==> config.mk <==
export PLATFORM = sky130hd
export DESIGN_NAME = instr_issue_ctrl
export DESIGN_NICKNAME = d
export VERILOG_FILES = /design/src/rtl/instr_issue_ctrl.sv
export SDC_FILE = /design/constraint.sdc
export NUM_CORES = 1
export LEC_CHECK = 0
export ABC_AREA = 1
export CAP_MARGIN = 30
export CELL_PAD_IN_SITES_DETAIL_PLACEMENT = 0
export CELL_PAD_IN_SITES_GLOBAL_PLACEMENT = 2
export CORE_AREA = 5 5 243 245
export DETAILED_ROUTE_END_ITERATION = 12
export DIE_AREA = 0 0 248 250
export PLACE_DENSITY_LB_ADDON = 0.1
export SLEW_MARGIN = 10
export SYNTH_ARGS = -nofsm -noshare
export SYNTH_HDL_FRONTEND = slang
export SYNTH_SLANG_ARGS = --single-unit
==> constraint.sdc <==
create_clock -name clk -period 4.05 [get_ports clk]
set_clock_uncertainty 0.05 [all_clocks]
set_input_delay 0.405 -clock clk [delete_from_list [all_inputs] [get_ports clk]]
set_output_delay 0.405 -clock clk [all_outputs]
set_load 0.05 [all_outputs]
==> src/rtl/instr_issue_ctrl.sv <==
// rtl/instr_issue_ctrl.sv - round-robin write / circular-queue read sequencer for the instruction register
// Optional statistics counters: define INSTR_ISSUE_CTRL_STATS_EN.
module instr_issue_ctrl #(
    parameter int NUM_REQ = 4,
    parameter int DEPTH   = 32,
    parameter int AW      = $clog2(DEPTH),
    parameter int OPC_W   = 4,
    parameter int OP_W    = 32,
    parameter int IW_W    = OPC_W + 2*OP_W + 64,
    parameter int SRC_W   = $clog2(NUM_REQ)
) (
    input  logic                     clk,
    input  logic                     reset_n,
    input  logic                     enable,
    input  logic                     flush,
    input  logic [NUM_REQ-1:0]       req_valid,
    output logic [NUM_REQ-1:0]       req_ready,
    input  logic [NUM_REQ*OPC_W-1:0] req_opcode,
    input  logic [NUM_REQ*OP_W-1:0]  req_op_a,
    input  logic [NUM_REQ*OP_W-1:0]  req_op_b,
    output logic                     load_en,
    output logic [AW-1:0]            write_pointer,
    output logic [OPC_W-1:0]         opcode,
    output logic [OP_W-1:0]          operand_a,
    output logic [OP_W-1:0]          operand_b,
    output logic [AW-1:0]            read_pointer,
    input  logic [IW_W-1:0]          instruction_word,
    output logic                     out_valid,
    input  logic                     out_ready,
    output logic [IW_W-1:0]          out_instr,
    output logic [SRC_W-1:0]         out_src,
    output logic [AW:0]              count,
    output logic                     full,
    output logic                     empty
`ifdef INSTR_ISSUE_CTRL_STATS_EN
    ,
    output logic [15:0]              stat_issued,
    output logic [15:0]              stat_stall
`endif
);

    typedef enum logic [1:0] {S_IDLE, S_ACTIVE, S_FLUSH} state_t;

    state_t             state_q, state_d;
    logic [SRC_W-1:0]   rr_q, rr_d;
    logic [AW-1:0]      wr_ptr_q, rd_ptr_q;
    logic [AW:0]        count_q;
    logic               load_en_q;
    logic [OPC_W-1:0]   opcode_q;
    logic [OP_W-1:0]    op_a_q, op_b_q;
    logic [SRC_W-1:0]   src_q;
    logic [SRC_W-1:0]   tag_mem [DEPTH];

    logic               grant_ok, found, hs, rd_hs, flush_go;
    logic [SRC_W-1:0]   gnt_idx, cand;
    int                 arb_idx;

    // A write still in flight occupies a slot, so it counts toward full.
    assign full      = (count_q + (AW+1)'(load_en_q)) == (AW+1)'(DEPTH);
    assign empty     = (count_q == '0);
    assign grant_ok  = (state_q == S_ACTIVE) && enable && !flush && !full;
    assign hs        = grant_ok && found;
    assign out_valid = (state_q != S_FLUSH) && (count_q != '0);
    assign rd_hs     = out_valid && out_ready;
    assign flush_go  = (state_q == S_ACTIVE) && flush;

    assign load_en       = load_en_q;
    assign write_pointer = wr_ptr_q;
    assign opcode        = opcode_q;
    assign operand_a     = op_a_q;
    assign operand_b     = op_b_q;
    assign read_pointer  = rd_ptr_q;
    assign out_instr     = instruction_word;
    assign out_src       = tag_mem[rd_ptr_q];
    assign count         = count_q;

    always_comb begin
        found   = 1'b0;
        gnt_idx = '0;
        arb_idx = 0;
        cand    = '0;
        for (int i = 0; i < NUM_REQ; i++) begin
            arb_idx = (int'(rr_q) + i) % NUM_REQ;
            cand    = SRC_W'(arb_idx);
            if (!found && req_valid[cand]) begin
                found   = 1'b1;
                gnt_idx = cand;
            end
        end
    end

    always_comb begin
        req_ready = '0;
        if (hs) begin
            req_ready[gnt_idx] = 1'b1;
        end
    end

    assign rr_d = (gnt_idx == SRC_W'(NUM_REQ-1)) ? '0 : gnt_idx + 1'b1;

    always_comb begin
        state_d = state_q;
        unique case (state_q)
            S_IDLE:   if (enable) state_d = S_ACTIVE;
            S_ACTIVE: begin
                if (flush) begin
                    state_d = S_FLUSH;
                end else if (!enable && count_q == '0 && !load_en_q) begin
                    state_d = S_IDLE;
                end
            end
            S_FLUSH:  state_d = enable ? S_ACTIVE : S_IDLE;
            default:  state_d = S_IDLE;
        endcase
    end

    always_ff @(posedge clk or negedge reset_n) begin
        if (!reset_n) begin
            state_q   <= S_IDLE;
            rr_q      <= '0;
            wr_ptr_q  <= '0;
            rd_ptr_q  <= '0;
            count_q   <= '0;
            load_en_q <= 1'b0;
            opcode_q  <= '0;
            op_a_q    <= '0;
            op_b_q    <= '0;
            src_q     <= '0;
        end else begin
            state_q   <= state_d;
            load_en_q <= hs;
            if (hs) begin
                opcode_q <= req_opcode[gnt_idx*OPC_W +: OPC_W];
                op_a_q   <= req_op_a[gnt_idx*OP_W +: OP_W];
                op_b_q   <= req_op_b[gnt_idx*OP_W +: OP_W];
                src_q    <= gnt_idx;
                rr_q     <= rr_d;
            end
            // A write landing during the flush edge still reaches the RAM but is dropped here.
            if (flush_go) begin
                wr_ptr_q <= '0;
                rd_ptr_q <= '0;
                count_q  <= '0;
            end else begin
                if (load_en_q) wr_ptr_q <= wr_ptr_q + 1'b1;
                if (rd_hs)     rd_ptr_q <= rd_ptr_q + 1'b1;
                count_q <= count_q + (AW+1)'(load_en_q) - (AW+1)'(rd_hs);
            end
        end
    end

    always_ff @(posedge clk) begin
        if (load_en_q) begin
            tag_mem[wr_ptr_q] <= src_q;
        end
    end

`ifdef INSTR_ISSUE_CTRL_STATS_EN
    logic [15:0] issued_q, stall_q;

    always_ff @(posedge clk or negedge reset_n) begin
        if (!reset_n) begin
            issued_q <= '0;
            stall_q  <= '0;
        end else if (flush_go) begin
            issued_q <= '0;
            stall_q  <= '0;
        end else begin
            if (rd_hs && issued_q != 16'hFFFF)              issued_q <= issued_q + 16'd1;
            if ((|req_valid) && full && stall_q != 16'hFFFF) stall_q  <= stall_q + 16'd1;
        end
    end

    assign stat_issued = issued_q;
    assign stat_stall  = stall_q;
`endif

endmodule
### Yosys cells after proc, flatten, opt, wreduce, memory -nomap -nowiden

Memory sizes are Yosys's and may differ from the RTL's.
Index checks and enable logic that the tools add are counted.

| word-level totals | value |
|---|---|
| input bits | 413 |
| word-level logic and storage cells | 93 |
| bits in writable memories | 64 |
| memories kept | 1 |
| bits in registers | 91 |

| operators by class | value |
|---|---|
| order comparisons | 6 |
| equal/unequal tests | 7 |
| multiplexer cells | 32 |
| $add $sub $neg | 8 |
| reductions and logical operators | 26 |
| shift operators | 3 |

Memory list:

| memory | words | width | read ports | clocked after memory_dff | wr ports | line | RTL |
|---|---|---|---|---|---|---|---|
| tag_mem | 32 | 2 | 1 | 0 | 1 | 52 | `logic [SRC_W-1:0] tag_mem [DEPTH];` |

Operators by type and width:

| cell | count |
|---|---|
| indexed part select 128 x 8 -> 32 bit | 2 |
| two-way mux 5 bit | 4 |
| two-way mux 2 bit | 8 |
| indexed part select 16 x 5 -> 4 bit | 1 |
| < comparator 2 x 3 -> 1 bit (second input constant) | 5 |
| logical AND 1 bit | 13 |
| two-way mux 1 bit | 12 |
| adder 5 x 1 -> 5 bit (second input constant) | 2 |
| binary-select mux 1 bit (select 2 bit) | 4 |
| logical NOT 1 bit | 7 |
| adder 6 x 1 -> 6 bit | 1 |
| equality test 6 bit (second input constant) | 1 |
| logical NOT 6 bit | 1 |
| two-way mux 6 bit | 1 |
| case mux 2 bit (3 select lines) | 1 |
| nonzero test 6 bit | 1 |
| subtractor 6 x 1 -> 6 bit | 1 |
| adder 2 x 1 -> 2 bit (second input constant) | 2 |
| adder 2 bit (second input constant) | 2 |
| equality test 2 bit (second input constant) | 2 |
| two-way mux 4 bit | 1 |
| != test 2 bit (second input constant) | 2 |
| nonzero test 2 bit | 2 |
| != test 3 x 2 -> 1 bit (second input constant) | 1 |
| other kinds (5) | 5 |

### Longest topological paths before layout

| depth | value |
|---|---|
| depth after elaboration | 17 |
| gate-level depth with buffers | 17 |

### Worst setup path before layout

OpenSTA, ideal clock, no wires.

| path | value |
|---|---|
| path kind | register to output |
| start | reg load_en_q, in the netlist load_en |
| end | out req_ready[0] |
| arrival time | 2.608 ns |
| path slack | 0.987 ns |
| stages on the path, launching flop included | 10 |
| cells stage by stage | dfrtp_1 > ha_1 > ha_1 > xor2_1 > nor2_1 > nand3_1 > o21ai_4 > buf_4 > buf_2 > nor2_1 |

| on the way | value |
|---|---|
| cells in the longest elaborated chain, start to end | 6 |

Ends and longest elaborated chain:

| element | line | RTL |
|---|---|---|
| from (decl) | 48 | `logic load_en_q;` |
| from (signal assigned) | 131 | `load_en_q <= hs;` |
| adder 6 x 1 -> 6 bit | 59 | `assign full = (count_q + (AW+1)'(load_en_q)) == (AW+1)'(DEPTH);` |
| equality test 6 bit | 59 |  |
| logical NOT 1 bit | 61 | `assign grant_ok = (state_q == S_ACTIVE) && enable && !flush && !full;` |
| logical AND 1 bit | 61 |  |
| logical AND 1 bit | 62 | `assign hs = grant_ok && found;` |
| two-way mux 4 bit | 94 | `if (hs) begin` |
| to (decl) | 17 | `output logic [NUM_REQ-1:0] req_ready,` |

Every way passes these cells.

### Worst setup path after layout

| path | value |
|---|---|
| start | reg rr_q[0] |
| end | out req_ready[1] |

| on the way | value |
|---|---|
| cells in the longest elaborated chain, start to end | 17 |

Ends and longest elaborated chain:

| element | line | RTL |
|---|---|---|
| from (decl) | 45 | `logic [SRC_W-1:0] rr_q, rr_d;` |
| from (signal assigned) | 137 | `rr_q <= rr_d;` |
| parallel branches: the longest is 16 deep, another holds < comparator 2 x 3 -> 1 bit | n/a |  |
| two-way mux 4 bit (*) | 94 |  |

Mark *: on every way between the ends. The select of a mux whose other input is x is not followed.

==> impl_summary.md <==
Setup path
The top fanout value on the critical path is 23. The critical register-to-register path startpoint is rr_q[0]$_DFFE_PN0P_. For the worst setup path, the data required time is 3.60 ns. In this run the critical register-to-register path is captured at operand_a[10]$_DFFE_PN0P_. For the worst setup path, the data arrival time is 3.22 ns. Among the stages of the critical path, the cell type that occurs most often is nand2_1. For this design, the slowest cell found on the critical path is dfrtp_1.

The category of the critical setup timing path is reg -> out. Tracing the worst setup path back leads to its startpoint at rr_q[0]$_DFFE_PN0P_. The highest cell delay on the worst timing path is 0.54 ns. STA classifies the critical path endpoint as a primary output. The count of cells along the worst register-to-register path is 14. The worst register-to-register path has a setup slack of 0.84 ns.

The signal on the critical path passes through inv_4 > nand2_1 > nand2_2 > nand2_1 > nand2_1 > nor2_4 > nand3_2 > nand3_4 > inv_2 > ha_1 > inv_1 > nor2_1 > buf_12. The critical path startpoint category is a flip-flop.

Route
The detailed-route wire length is 51800 µm. The first detailed-routing pass took 4 iterations. The detailed router put a total of 21900 µm of wire on met1.

The count of unresolved DRC violations after routing is 0. Summed over all nets, wire length on met3 after detailed routing comes to 5070 µm. The highest layer used for signal routing is met5. The count of nets left with antenna violations once routing finished came out at 0.

Detailed routing inserted a total of 10281 vias. The routed wirelength normalized by instance count is 20.7 µm. The met2 wire length is 23700 µm. The number of vias per cell after detailed routing is 4.12. The number of DRC violations after detailed-routing iteration 0 is 487.

Synthesis
Summing the areas of all fa, ha and maj instances in the mapped netlist gives 1.43% of the synthesized area. The main combinational cell family by area after synthesis is simple AND/OR/NAND/NOR gates. The library cell with the highest instance count after synthesis is nand2_1.

The portion of netlist area occupied by mux cells is 0%. By count the netlist is led by nand2_1, inv_1, buf_4. Summing the areas of all xor and xnor instances in the mapped netlist gives 0.416% of the synthesized area. Sorting the synthesized cells by area gives the leading types as dfrtp_1, nand2_1, edfxtp_1, buf_4, nand3_1.

The largest total area in the synthesized netlist belongs to dfrtp_1. Summed over its instances, the top area cell type makes up 21.6% of the synthesized netlist area. The count of yosys warnings during synthesis is 0.

The netlist uses 35 different library cells. Synthesis inferred 155 register bits. The synthesized netlist devotes 4.25% of its cell area to compound gates. The sequential share of the synthesized area is 39.9%. The synthesized instance count is 1504. For this run, the leading register cell type out of synthesis is dfrtp_1. The synthesized netlist net count is 1929.

The area fraction in and, or, nand and nor cells after synthesis is 34.8%. The mapped netlist covers 0.0105 mm². Counting flops with a built-in enable in the synthesized netlist gives 64. The average cell area after synthesis is 7.00 µm². The share of synthesized registers carrying an async set or reset is 58.7%.

Worst hold path
The path class of the tightest hold or removal check is in -> async.

STA
At the pin with the least slew margin, the transition time is 0.902 ns. The final max-slew violation count was 0. The count of endpoints failing hold in the final timing report is 0.

In the post-route analysis, the smallest setup slack over all paths is 0.379 ns. The time the worst path needs with I/O delays and setup is 3.67 ns. Summed over all failing endpoints, the final setup total negative slack is 0 ns.

Setup violations remaining at the end of the flow were counted as 0. Derived from the worst setup path, the maximum achievable clock frequency is 272 MHz. The worst path uses 90.6% of the clock period. The worst-case headroom to the max-slew limit is 39.9%. Setup repair after global routing left no endpoint under its margin.

Clocking
For the worst-skew pair, the clock arrives at the later sink with an insertion delay of 0.48 ns. The count of cells resized by post-cts repair is 0. The number of H-tree levels is 4. The buffer depth of the longest clock path is 2.

Clock tree synthesis inserted a total of 17 buffers. The root buffer selected by CTS is clkbuf_16. TritonCTS built the clock tree.

The clock sink count is 155. The clock transition at the registers of the reported paths is 0.07 ns.

Finish
The area growth from synthesis to final layout is 39.9%. Counting the fill cells in the layout gives 6404. The count of nets after finishing is 2135.

The share of cells above drive strength 1 is 4.47%.

GRT
In the global route stage, overall resource usage came out at 16.5%. The initial antenna violation count is 20. The pin count of the biggest net entering global routing is 76. The via count of the first global-routing pass is 10852. The global-route wire length before repair is 74600 µm. For this run the aggregate overflow at the end of global routing stands at 0.

Pwr
The proportion of power drawn by flip-flops and latches is 20.0%. Cell internal power was estimated by the tool at 5.40 mW. The net switching component of the power is 6.85 mW. The power per unit of standard cell area is 832 mW/mm². The combinational cell fraction of total power is 66.9%. The proportion of power drawn by the clock network is 13.1%. Net switching is 55.9% of the power. The maximum vdd drop is 0.618 mV. For this design the static power due to leakage is 6.72 nW.

Placement
The total of buffers placed on input and output ports is 374. The pre-CTS setup slack is 0.546 ns. After legalization and detailed placement, the total HPWL measured 39200 µm. The final estimated routing congestion in global placement is 0.768.

Die
The die covers 0.0620 mm². The standard-cell row count is 88. Measured along the x axis, the die boundary spans 248 µm.

In this run the count of I/O pins placed on the die edge is 639. The overall die height is 250 µm. The placeable core region is 0.0569 mm². The initial utilization of the core area, before any placement, comes to 18.5%.

Flow run
The number of maximum-capacitance constraint violations is 0.

Outcome
The run finished with clean final reports.
worst max-delay path: cells and delay by family (launching register included):
kind	cells	cell delay, ns
adders and majority gates	1	0.18
buffers and inverters	4	0.70
DFF	1	0.54
and+or+nand+nor	8	1.31
worst max-delay path by stage:
stage          slack [ns]                         to
2_1_floorplan        0.99               req_ready[0]
6_report             0.38               req_ready[1]
5_1_grt              0.03               req_ready[1]
3_3_place_gp         0.57               req_ready[1]
4_1_cts              0.20               req_ready[1]
3_5_place_dp         0.55  operand_b[31]$_DFFE_PN0P_
cell type report:
| class | instances | area [µm²] | area share [%] |
|---|---|---|---|
| Multi-Input combinational cell | 972 | 4320 | 29.3 |
| Sequential cell | 155 | 4200 | 28.5 |
| Timing Repair Buffer | 399 | 4060 | 27.5 |
| Tap cell | 765 | 957 | 6.50 |
| Inverter | 165 | 622 | 4.22 |
| Clock buffer | 19 | 443 | 3.01 |
| Clock inverter | 13 | 105 | 0.713 |
| Antenna cell | 10 | 25.0 | 0.170 |
cell usage in the layout (no fill, tap or decap), types with 8 or more instances in the layout:
cell / netlist / final
edfxtp_1: 64 / 64
nor3_1: 12 / 12
inv_1: 159 / 159
buf_4: 145 / 19
nand2_1: 590 / 590
dfrtp_1: 91 / 91
nand4_1: 61 / 61
nor2_1: 83 / 82
ha_1: 12 / 12
clkbuf_16: 0 / 17
nand3_1: 120 / 120
diode_2: 0 / 10
o21ai_0: 44 / 44
a21oi_1: 8 / 8
o22ai_1: 11 / 11
clkdlybuf4s50_1: 0 / 369
stage by stage:
stage	hold WS [ns]	std cells	total power, mW	util [%]	instance area, µm²
2_1_floorplan	0.0594	1504	8.28	-	10500
3_3_place_gp	0.414	2452	10.9	24.7	14100
3_5_place_dp	0.416	2454	10.9	24.8	14100
4_1_cts	0.434	2487	12.6	25.8	14700
5_1_grt	0.213	2491	13.4	25.8	14700
6_report	0.229	2498	12.2	25.9	14700
cell families (layout without fill, tap and decap cells):
group | Yosys count | count (layout)
AND/OR/NAND/NOR | 878 | 878
buffers and inverters | 377 | 596
flip-flops | 155 | 155
AO/OA/AOI/OAI | 77 | 77
adder cells (fa/ha/maj) | 12 | 12
XOR/XNOR | 5 | 5
other | 0 | 10
power by group through the flow:
stage	combinational (mW)	clock, mW	sequential (mW)
after global routing	9.14	1.73	2.51
final	8.20	1.61	2.45
after floorplan	4.68	0	3.61
after global placement	8.38	0	2.54
after CTS	8.48	1.68	2.46
after detailed placement	8.46	0	2.47
metal layers:
layer  up-vias  global-route usage (%)
li1       5040                       -
met1      4787                    20.4
met2       365                    25.7
met3        65                    7.64
met4        24                    4.55
met5         -                   0.397
timing repair:
item,in CTS,in global routing
setup buffers,0,0
hold endpoints to repair,13,0
endpoints found under the setup margin,0,0
hold buffers,1,0
sequential cells by signal (all words and copies together) (netlist names):
register,count
count,6
load_en,1
opcode,4
operand_a,32
operand_b,32
read_pointer,5
rr_q,2
src_q,2
state_q,2
tag_mem,64
write_pointer,5
Note: power is estimated with default switching activity, not from simulation.
